**src/rtl/carfield_wdt_pkg.sv**
```systemverilog
// Shared definitions for the Carfield APB watchdog.
// Register offsets, bit positions, FSM states and the default kick key.
package carfield_wdt_pkg;

    localparam logic [31:0] WDT_KICK_KEY = 32'h5A5A_C0DE;

    localparam int unsigned OFF_CTRL   = 'h00;
    localparam int unsigned OFF_LOAD   = 'h04;
    localparam int unsigned OFF_WARN   = 'h08;
    localparam int unsigned OFF_COUNT  = 'h0C;
    localparam int unsigned OFF_KICK   = 'h10;
    localparam int unsigned OFF_STATUS = 'h14;
    localparam int unsigned OFF_PRESC  = 'h18;

    localparam int unsigned CTRL_EN     = 0;
    localparam int unsigned CTRL_LOCK   = 1;
    localparam int unsigned CTRL_IRQ_EN = 2;

    localparam int unsigned ST_WARN    = 0;
    localparam int unsigned ST_EXPIRED = 1;

    localparam int unsigned PRESC_W = 16;

    typedef enum logic [1:0] {
        IDLE,
        RUN,
        EXPIRED
    } wdt_state_e;

endpackage

```
**src/rtl/carfield_wdt_prescaler.sv**
```systemverilog
// Tick generator: one tick every presc_i+1 enabled cycles.
// Clearing restarts the period from presc_i.
module carfield_wdt_prescaler
    import carfield_wdt_pkg::*;
(
    input  logic               clk_i,
    input  logic               rst_i,
    input  logic               clr_i,
    input  logic               en_i,
    input  logic [PRESC_W-1:0] presc_i,
    output logic               tick_o
);

    logic [PRESC_W-1:0] cnt_q;
    logic [PRESC_W-1:0] cnt_d;

    assign tick_o = en_i & (cnt_q == '0);

    always_comb begin
        cnt_d = cnt_q;
        if (clr_i) begin
            cnt_d = presc_i;
        end else if (en_i) begin
            cnt_d = (cnt_q == '0) ? presc_i : cnt_q - 1'b1;
        end
    end

    always_ff @(posedge clk_i) begin
        if (rst_i) begin
            cnt_q <= '0;
        end else begin
            cnt_q <= cnt_d;
        end
    end

endmodule

```
**src/rtl/carfield_apb_watchdog.sv**
```systemverilog
// APB3 system watchdog: down-counter with kick key, pre-warning irq, reset request.
// Optional prescaler register at 0x18 enabled by CARFIELD_WDT_PRESCALER_EN.
module carfield_apb_watchdog
    import carfield_wdt_pkg::*;
#(
    parameter int unsigned          AddrWidth = 12,
    parameter int unsigned          DataWidth = 32,
    parameter logic [DataWidth-1:0] KickKey   = WDT_KICK_KEY,
    parameter logic [DataWidth-1:0] ResetLoad = 32'hFFFF_FFFF
) (
    input  logic                 clk_i,
    input  logic                 rst_i,
    input  logic                 psel_i,
    input  logic                 penable_i,
    input  logic                 pwrite_i,
    input  logic [AddrWidth-1:0] paddr_i,
    input  logic [DataWidth-1:0] pwdata_i,
    output logic [DataWidth-1:0] prdata_o,
    output logic                 pready_o,
    output logic                 pslverr_o,
    output logic                 irq_o,
    output logic                 rst_req_o
);

    if (DataWidth != 32) begin : g_dw_check
        $error("carfield_apb_watchdog: DataWidth must be 32");
    end

    localparam int unsigned AW = AddrWidth - 2;
`ifdef CARFIELD_WDT_PRESCALER_EN
    localparam int unsigned LastIdx = OFF_PRESC >> 2;
`else
    localparam int unsigned LastIdx = OFF_STATUS >> 2;
`endif

    wdt_state_e           state_q, state_d;
    logic                 en_q, lock_q, irq_en_q;
    logic [DataWidth-1:0] load_q, warn_thr_q, count_q, count_d;
    logic [DataWidth-1:0] prdata_q, rdata;
    logic                 st_warn_q, st_warn_d, st_exp_q, st_exp_d;
    logic                 warn_set, exp_set, run_entry;
    logic                 tick, kick, en_d, w1c_exp;

    logic [AW-1:0] widx;
    logic          setup, access, mapped, err, wr, lock_err;
    logic          sel_ctrl, sel_load, sel_warn, sel_count;
    logic          sel_kick, sel_status, sel_presc;
    logic          unused_addr;

    assign widx        = paddr_i[AddrWidth-1:2];
    assign unused_addr = ^paddr_i[1:0];
    assign setup       = psel_i & ~penable_i;
    assign access      = psel_i & penable_i;

    assign sel_ctrl   = widx == AW'(OFF_CTRL >> 2);
    assign sel_load   = widx == AW'(OFF_LOAD >> 2);
    assign sel_warn   = widx == AW'(OFF_WARN >> 2);
    assign sel_count  = widx == AW'(OFF_COUNT >> 2);
    assign sel_kick   = widx == AW'(OFF_KICK >> 2);
    assign sel_status = widx == AW'(OFF_STATUS >> 2);
    assign mapped     = widx <= AW'(LastIdx);

    assign lock_err  = lock_q & (sel_ctrl | sel_load | sel_warn | sel_presc);
    assign err       = ~mapped | (pwrite_i & (sel_count | lock_err));
    assign wr        = access & pwrite_i & ~err;
    assign pready_o  = access;
    assign pslverr_o = access & err;
    assign prdata_o  = prdata_q;
    assign irq_o     = st_warn_q & irq_en_q;
    assign rst_req_o = st_exp_q;

    assign en_d    = (wr & sel_ctrl) ? pwdata_i[CTRL_EN] : en_q;
    assign w1c_exp = wr & sel_status & pwdata_i[ST_EXPIRED];
    assign kick    = wr & sel_kick & (pwdata_i == KickKey) & (state_q == RUN);

`ifdef CARFIELD_WDT_PRESCALER_EN
    logic [PRESC_W-1:0] presc_q;

    assign sel_presc = widx == AW'(OFF_PRESC >> 2);

    always_ff @(posedge clk_i) begin
        if (rst_i) begin
            presc_q <= '0;
        end else if (wr & sel_presc) begin
            presc_q <= pwdata_i[PRESC_W-1:0];
        end
    end

    carfield_wdt_prescaler u_presc (
        .clk_i  (clk_i),
        .rst_i  (rst_i),
        .clr_i  (run_entry | kick),
        .en_i   (state_q == RUN),
        .presc_i(presc_q),
        .tick_o (tick)
    );
`else
    assign sel_presc = 1'b0;
    assign tick      = 1'b1;
`endif

    always_comb begin
        rdata = '0;
        if (sel_ctrl)   rdata[2:0] = {irq_en_q, lock_q, en_q};
        if (sel_load)   rdata = load_q;
        if (sel_warn)   rdata = warn_thr_q;
        if (sel_count)  rdata = count_q;
        if (sel_status) rdata[1:0] = {st_exp_q, st_warn_q};
`ifdef CARFIELD_WDT_PRESCALER_EN
        if (sel_presc)  rdata[PRESC_W-1:0] = presc_q;
`endif
    end

    always_comb begin
        state_d   = state_q;
        count_d   = count_q;
        warn_set  = 1'b0;
        exp_set   = 1'b0;
        run_entry = 1'b0;
        unique case (state_q)
            IDLE: begin
                if (en_d) begin
                    state_d   = RUN;
                    run_entry = 1'b1;
                end
            end
            RUN: begin
                if (!en_d) begin
                    state_d = IDLE;
                end else if (kick) begin
                    count_d = load_q;
                end else if (tick) begin
                    // Reaching zero is the expiry point; zero itself never wraps.
                    count_d = (count_q == '0) ? '0 : count_q - 1'b1;
                    if (count_q <= 1) begin
                        state_d = EXPIRED;
                        exp_set = 1'b1;
                    end
                    if (count_q != '0 && (count_q - 1'b1) == warn_thr_q) begin
                        warn_set = 1'b1;
                    end
                end
            end
            EXPIRED: begin
                if (w1c_exp) begin
                    state_d   = en_q ? RUN : IDLE;
                    run_entry = en_q;
                end
            end
            default: state_d = IDLE;
        endcase
        if (run_entry) begin
            count_d = load_q;
            if (warn_thr_q >= load_q) warn_set = 1'b1;
        end
        st_warn_d = (st_warn_q & ~(wr & sel_status & pwdata_i[ST_WARN])) | warn_set;
        st_exp_d  = (st_exp_q & ~w1c_exp) | exp_set;
    end

    always_ff @(posedge clk_i) begin
        if (rst_i) begin
            state_q    <= IDLE;
            count_q    <= ResetLoad;
            load_q     <= ResetLoad;
            warn_thr_q <= '0;
            en_q       <= 1'b0;
            lock_q     <= 1'b0;
            irq_en_q   <= 1'b0;
            st_warn_q  <= 1'b0;
            st_exp_q   <= 1'b0;
            prdata_q   <= '0;
        end else begin
            state_q   <= state_d;
            count_q   <= count_d;
            st_warn_q <= st_warn_d;
            st_exp_q  <= st_exp_d;
            if (setup) prdata_q <= pwrite_i ? '0 : rdata;
            if (wr & sel_ctrl) begin
                en_q     <= pwdata_i[CTRL_EN];
                lock_q   <= lock_q | pwdata_i[CTRL_LOCK];
                irq_en_q <= pwdata_i[CTRL_IRQ_EN];
            end
            if (wr & sel_load) load_q <= pwdata_i;
            if (wr & sel_warn) warn_thr_q <= pwdata_i;
        end
    end

endmodule

```
**config.mk**
```make
export PLATFORM = sky130hd
export DESIGN_NAME = carfield_apb_watchdog
export DESIGN_NICKNAME = d
export VERILOG_FILES = /design/src/rtl/carfield_wdt_pkg.sv /design/src/rtl/carfield_wdt_prescaler.sv /design/src/rtl/carfield_apb_watchdog.sv
export SDC_FILE = /design/constraint.sdc
export NUM_CORES = 1
export LEC_CHECK = 0
export CAP_MARGIN = 40
export CORE_ASPECT_RATIO = 1.4
export CORE_UTILIZATION = 45
export DETAILED_ROUTE_END_ITERATION = 10
export PLACE_DENSITY_LB_ADDON = 0.1
export SKIP_CTS_REPAIR_TIMING = 1
export SYNTH_ARGS = -nofsm -noshare
export SYNTH_HDL_FRONTEND = slang
export SYNTH_SLANG_ARGS = --single-unit
```
**constraint.sdc**
```tcl
create_clock -name clk_i -period 5.3 [get_ports clk_i]
set_clock_uncertainty 0.1 [all_clocks]
set_input_delay 0.53 -clock clk_i [delete_from_list [all_inputs] [get_ports clk_i]]
set_output_delay 0.53 -clock clk_i [all_outputs]
set_load 0.1 [all_outputs]
```
==> qor.yml, run 1 <==
synth_ff_type: "dfxtp_1"
synth_top_family_by_area: "compound AO/OA/AOI/OAI gates"
grt_max_degree: 64
max_cap_violations: 0
rows: 57
final_cell_mix: "nand2_1 (172), dfxtp_1 (135), clkdlybuf4s50_1 (79)"
critPathKind: "in2reg"
power_density_nw_per_um2: 226
cts_tree: "done"
synth-seq-cells: 135
portBuffers: 82
slowest_delay_ns: 0.62
fillCellCount: 1725
max_slew_margin_pct: 41.4
hp-start: "irq_en_q"
grt_setup_unrepaired: "false"
dieArea_um2: 18700
clock-sinks: 135
die_w_um: 116
cp-end-kind: "register"
arrival_ns: 4.05
required_ns: 5.58
vdd_drop_max_uv: 180
grt_overflow_total: 0
timing.rr.start: "count_q[0]"
synth_area_leaders: "dfxtp_1 (33%), nand2_1 (7.9%), ha_1 (5.2%), o21ai_0 (4.5%), a21oi_1 (3.7%)"
p_leak_nw: 4.07
gr-usage-met2_pct: 50.6
die_h_um: 161
path_cells: "clkdlybuf4s50_1 -> or3_1 -> o2111ai_1 -> nor4_1 -> buf_4 -> nor2_1 -> nand3_1 -> o41ai_1 -> a221o_1"
num_antenna_cells: 0
grt.total_usage_pct: 29.9
ant_nets: 0
syn_inst: 1053
outcome: "finished clean"
fin_nets: 1208
busiest_layer: "met2"
grt_pass1_vias: 7993
holdWs_ns: 0.376
synth-xor-area-share_pct: 4.61
hp-class: "reg2reg"
period_share_pct: 71.1
drt-initial-drc-count: 536
synth_area_um2: 8170
synth.top_cell.area_share_pct: 33.1
synth_compound_area_share_pct: 26.9
use_met1_pct: 36.2
holdPathEnd: "irq_en_q"
grt_use_met3_pct: 5.18
multi_input_area_um2: 4990
cts_max_level: 4
finalSetupViolCount: 0
tightest_slew_ns: 0.875
synth.mux.area_fraction_pct: 1.33
grt_pass1_wl_um: 43000
synth_edf_count: 0
yosysTopAreaCell: "dfxtp_1"
synthArstFlopShare_pct: 0
wl_per_cell_um: 19.3
start_kind: "primary input"
synth_fa_ha_area_share_pct: 5.21
via_per_inst: 5.97
worstPathMaxFanout: 12
r2r-end: "st_warn_q"
period_needed_ns: 3.77
antenna_found_initial: 0
dp_hpwl_um: 18900
totalWireLength_um: 26500
path_buf_inv: 2
setup_tns_ns: 0
root_buffer: "clkbuf_16"
slowest_stage: "clkdlybuf4s50_1"
drtPass1Iterations: 6
drive_gt1_share_pct: 9.31
syn_nets: 1136
start_util_pct: 46.6
yosys.area_share.simple_pct: 22.8
ys_warn_count: 0
ff2ff_setup_slack_ns: 1.59
clkLatencyLatePin_ns: 0.44
drc: 0
register_area_um2: 2700
synth_cell_types: 70
finalHoldViolCount: 0
clock_path_buffers: 2
clkSlewWorstSetupHoldPaths_ns: 0.06
rr_worst_depth: 11
min_path_cells: 2
ys_seq_area_share_pct: 33.1
cts-buffers-inserted: 17
maxSlewViolCount: 0
crit_family: "simple AND/OR/NAND/NOR gates"
timing.fmax_mhz: 265
place.gp.congestion: 0.949
vias: 8198
core_area_um2: 17500
io_pins: 85
syn2layout_area_growth_pct: 24.9
synth_area_per_cell_um2: 7.76
final_common_cell: "nand2_1"
[sequential cells by signal (all words and copies together), names as in the netlist]
register,cells
prdata_o,32
load_q,32
st_warn_q,1
irq_en_q,1
warn_thr_q,32
state_q,2
lock_q,1
count_q,32
rst_req_o,1
en_q,1
[power breakdown]
group	switching [mW]	internal (mW)	leakage, nW
clock	0.461	0.693	0.273
combinational	0.0846	0.0577	2.71
sequential	0.000102	1.01	1.09
[area by class of cell]
class / instances / area share (%)
tap: 236 / 2.89
clock inverter: 7 / 0.674
multi-input combinational: 790 / 48.9
timing repair buffer: 138 / 14.6
sequential: 135 / 26.5
inverter: 43 / 1.58
clock buffer: 25 / 4.85
[per-stage QoR]
| step | cell area [µm²] | std cells | utilization [%] | power, mW | setup slack, ns |
|---|---|---|---|---|---|
| after global routing | 10200 | 1374 | 58.2 | 2.38 | 1.26 |
| after floorplan | 8170 | 1053 | - | 1.11 | 1.95 |
| final | 10200 | 1374 | 58.2 | 2.31 | 1.53 |
| after CTS | 10200 | 1374 | 58.2 | 2.32 | 1.59 |
| after global placement | 9110 | 1306 | 51.9 | 1.18 | 1.15 |
| after detailed placement | 9640 | 1342 | 55.0 | 1.18 | 1.14 |
[Yosys cell counts (4+ instances only)]
| cell type | count |
|---|---|
| nand2_1 | 172 |
| dfxtp_1 | 135 |
| clkbuf_1 | 74 |
| o21ai_0 | 74 |
| nor2_1 | 73 |
| a21oi_1 | 60 |
| inv_1 | 43 |
| o211ai_1 | 37 |
| ha_1 | 34 |
| a22oi_1 | 32 |
| a22o_1 | 30 |
| xnor2_1 | 27 |
| nor3_1 | 20 |
| a21o_1 | 17 |
| nor4_1 | 17 |
| nand4_1 | 16 |
| or3_1 | 16 |
| xor2_1 | 16 |
| a221oi_1 | 11 |
| a221o_1 | 10 |
| nand2b_1 | 10 |
| o31ai_1 | 10 |
| or4_1 | 9 |
| nand3_1 | 8 |
| a211oi_1 | 5 |
| a31oi_1 | 5 |
| and3_1 | 5 |
| and4_1 | 5 |
| buf_1 | 5 |
| nor3b_1 | 5 |
| nor4bb_1 | 5 |
| o41ai_1 | 5 |
| buf_2 | 4 |
| o2111ai_1 | 4 |
[worst reg2reg max path, delay by kind of cell, from the launching register on]
kind / cells / cell delay, ns
flip-flops: 1 / 0.41
buffers and inverters: 2 / 0.31
AND/OR/NAND/NOR: 5 / 1.55
adder cells (fa/ha/maj): 1 / 0.28
AO/OA/AOI/OAI: 3 / 0.96
[routing by layer]
metal | part of all wire, % | wire, µm
met4 | 3.8 | 996
met5 | 0 | 0
met2 | 50 | 13300
met1 | 42 | 11100
met3 | 4.2 | 1130
[kinds of logic after synthesis]
logic type,count (synthesis)
and+or+nand+nor,384
AOI/OAI and AO/OA,322
DFF,135
buffers and inverters,128
xor gates and xnor gates,43
adders and majority gates,34
muxes,7
[worst max-delay path by stage]
stage / from / end / slack, ns / cells past startpoint
detailed placement: paddr_i[4] / count_q[9] / 1.14 / 9
CTS: count_q[0] / st_warn_q / 1.59 / 11
floorplan: count_q[0] / st_warn_q / 1.95 / 12
finish: paddr_i[4] / count_q[9] / 1.53 / 9
global route: paddr_i[5] / count_q[5] / 1.26 / 11
global placement: paddr_i[4] / count_q[9] / 1.15 / 9
(Power assumes the default switching activity.)
==> run 2, diff against run 1 <==
==> constraint.sdc (replaced) <==
create_clock -name clk_i -period 3.8 [get_ports clk_i]
set_clock_uncertainty 0.1 [all_clocks]
set_input_delay 0.38 -clock clk_i [delete_from_list [all_inputs] [get_ports clk_i]]
set_output_delay 0.38 -clock clk_i [all_outputs]
set_load 0.1 [all_outputs]
==> qor.yml, run 2 (same netlist as run 1, synthesis figures left out) <==
io_pins: 85
grt_setup_unrepaired: "false"
cts_tree: "done"
dp_hpwl_um: 19600
vias: 8208
fin_cells: 1395
timing.rr.start: "count_q[0]"
grt_pass1_vias: 8037
die_h_um: 161
antenna_found_initial: 0
multi_input_area_um2: 4990
final_common_cell: "nand2_1"
period_share_pct: 87.6
ant_nets: 0
finalHoldViolCount: 0
period_needed_ns: 3.33
outcome: "finished clean"
r2r-end: "st_warn_q"
dp.cells: 1363
start_util_pct: 46.6
wl_per_cell_um: 19.0
core_area_um2: 17500
die_w_um: 116
syn2layout_area_growth_pct: 27.9
vdd_drop_max_uv: 253
worstPathMaxFanout: 10
fin_nets: 1229
stdcell_area_um2: 10400
maxSlewViolCount: 0
cts-buffers-inserted: 17
min_path_cells: 4
grt.total_usage_pct: 30.0
required_ns: 4.04
grt_overflow_total: 0
clkLatencyLatePin_ns: 0.43
timing.fmax_mhz: 300
fillCellCount: 1656
clkSlewWorstSetupHoldPaths_ns: 0.06
cts_max_level: 4
ff2ff_setup_slack_ns: 0.47
holdPathEnd: "irq_en_q"
grt_max_degree: 64
rr_worst_depth: 9
hp-start: "paddr_i[3]"
arrival_ns: 3.57
place.gp.congestion: 0.918
dpl_cell_area_um2: 9850
max_cap_violations: 0
setup_tns_ns: 0
p_leak_nw: 4.21
clock_path_buffers: 2
totalWireLength_um: 26500
critPathKind: "reg2reg"
final_cell_mix: "nand2_1 (172), dfxtp_1 (135), clkdlybuf4s50_1 (78)"
root_buffer: "clkbuf_16"
start_kind: "register"
hp-class: "in2reg"
cp-end-kind: "register"
finalSetupViolCount: 0
register_area_um2: 2700
portBuffers: 82
dieArea_um2: 18700
drc: 0
via_per_inst: 5.88
drive_gt1_share_pct: 11.3
drt-initial-drc-count: 628
clock-sinks: 135
drtPass1Iterations: 7
num_antenna_cells: 0
grt_pass1_wl_um: 43300
power_density_nw_per_um2: 315
rows: 57
tightest_slew_ns: 0.826
max_slew_margin_pct: 44.9
final_core_util_pct: 59.5
## run 2: worst max-delay path, stage by stage, from the launching register on
cell and delay (ns):
dfxtp_1 0.41, inv_1 0.14, ha_1 0.27, or3b_2 0.61, or3_1 0.49, or3_1 0.40, xnor2_1 0.19, a211oi_1 0.27
nand4_1 0.13, o31ai_1 0.23
## run 2: area by class of cell
| class | count | area share [%] |
|---|---|---|
| tap | 236 | 2.83 |
| clock inverter | 11 | 1.17 |
| timing repair buffer | 159 | 16.3 |
| multi-input combinational | 790 | 47.8 |
| sequential | 135 | 25.9 |
| inverter | 43 | 1.55 |
| clock buffer | 21 | 4.50 |
## run 2: where the power goes
part / leakage (nW) / internal [mW] / switching, mW
logic: 2.82 / 0.0833 / 0.119
clock network: 0.293 / 1.02 / 0.650
registers: 1.09 / 1.42 / 0.000142
total: 4.21 / 2.52 / 0.769
## run 2: worst max path at each step
stage | start | endpoint | slack, ns | depth (start not counted)
final | count_q[0] | st_warn_q | 0.47 | 9
after detailed placement | paddr_i[4] | count_q[17] | 0.31 | 9
after global routing | count_q[0] | st_warn_q | 0.31 | 9
after global placement | paddr_i[4] | count_q[25] | 0.34 | 9
after floorplan | count_q[0] | st_warn_q | 0.45 | 12
after CTS | count_q[0] | st_warn_q | 0.48 | 9
## run 2: through the flow
stage / worst slack [ns] / hold WS [ns] / power, mW
2_1_floorplan: 0.451 / 0.337 / 1.54
3_3_place_gp: 0.340 / 0.374 / 1.65
3_5_place_dp: 0.305 / 0.380 / 1.65
4_1_cts: 0.484 / 0.310 / 3.31
5_1_grt: 0.312 / 0.357 / 3.38
6_report: 0.472 / 0.331 / 3.29
## run 2: routing by layer
| metal | routed length (µm) | GRT usage, % |
|---|---|---|
| met2 | 13500 | 51.3 |
| met3 | 901 | 3.90 |
| met4 | 758 | 12.1 |
| met5 | 0 | 0 |
| met1 | 11400 | 37.7 |
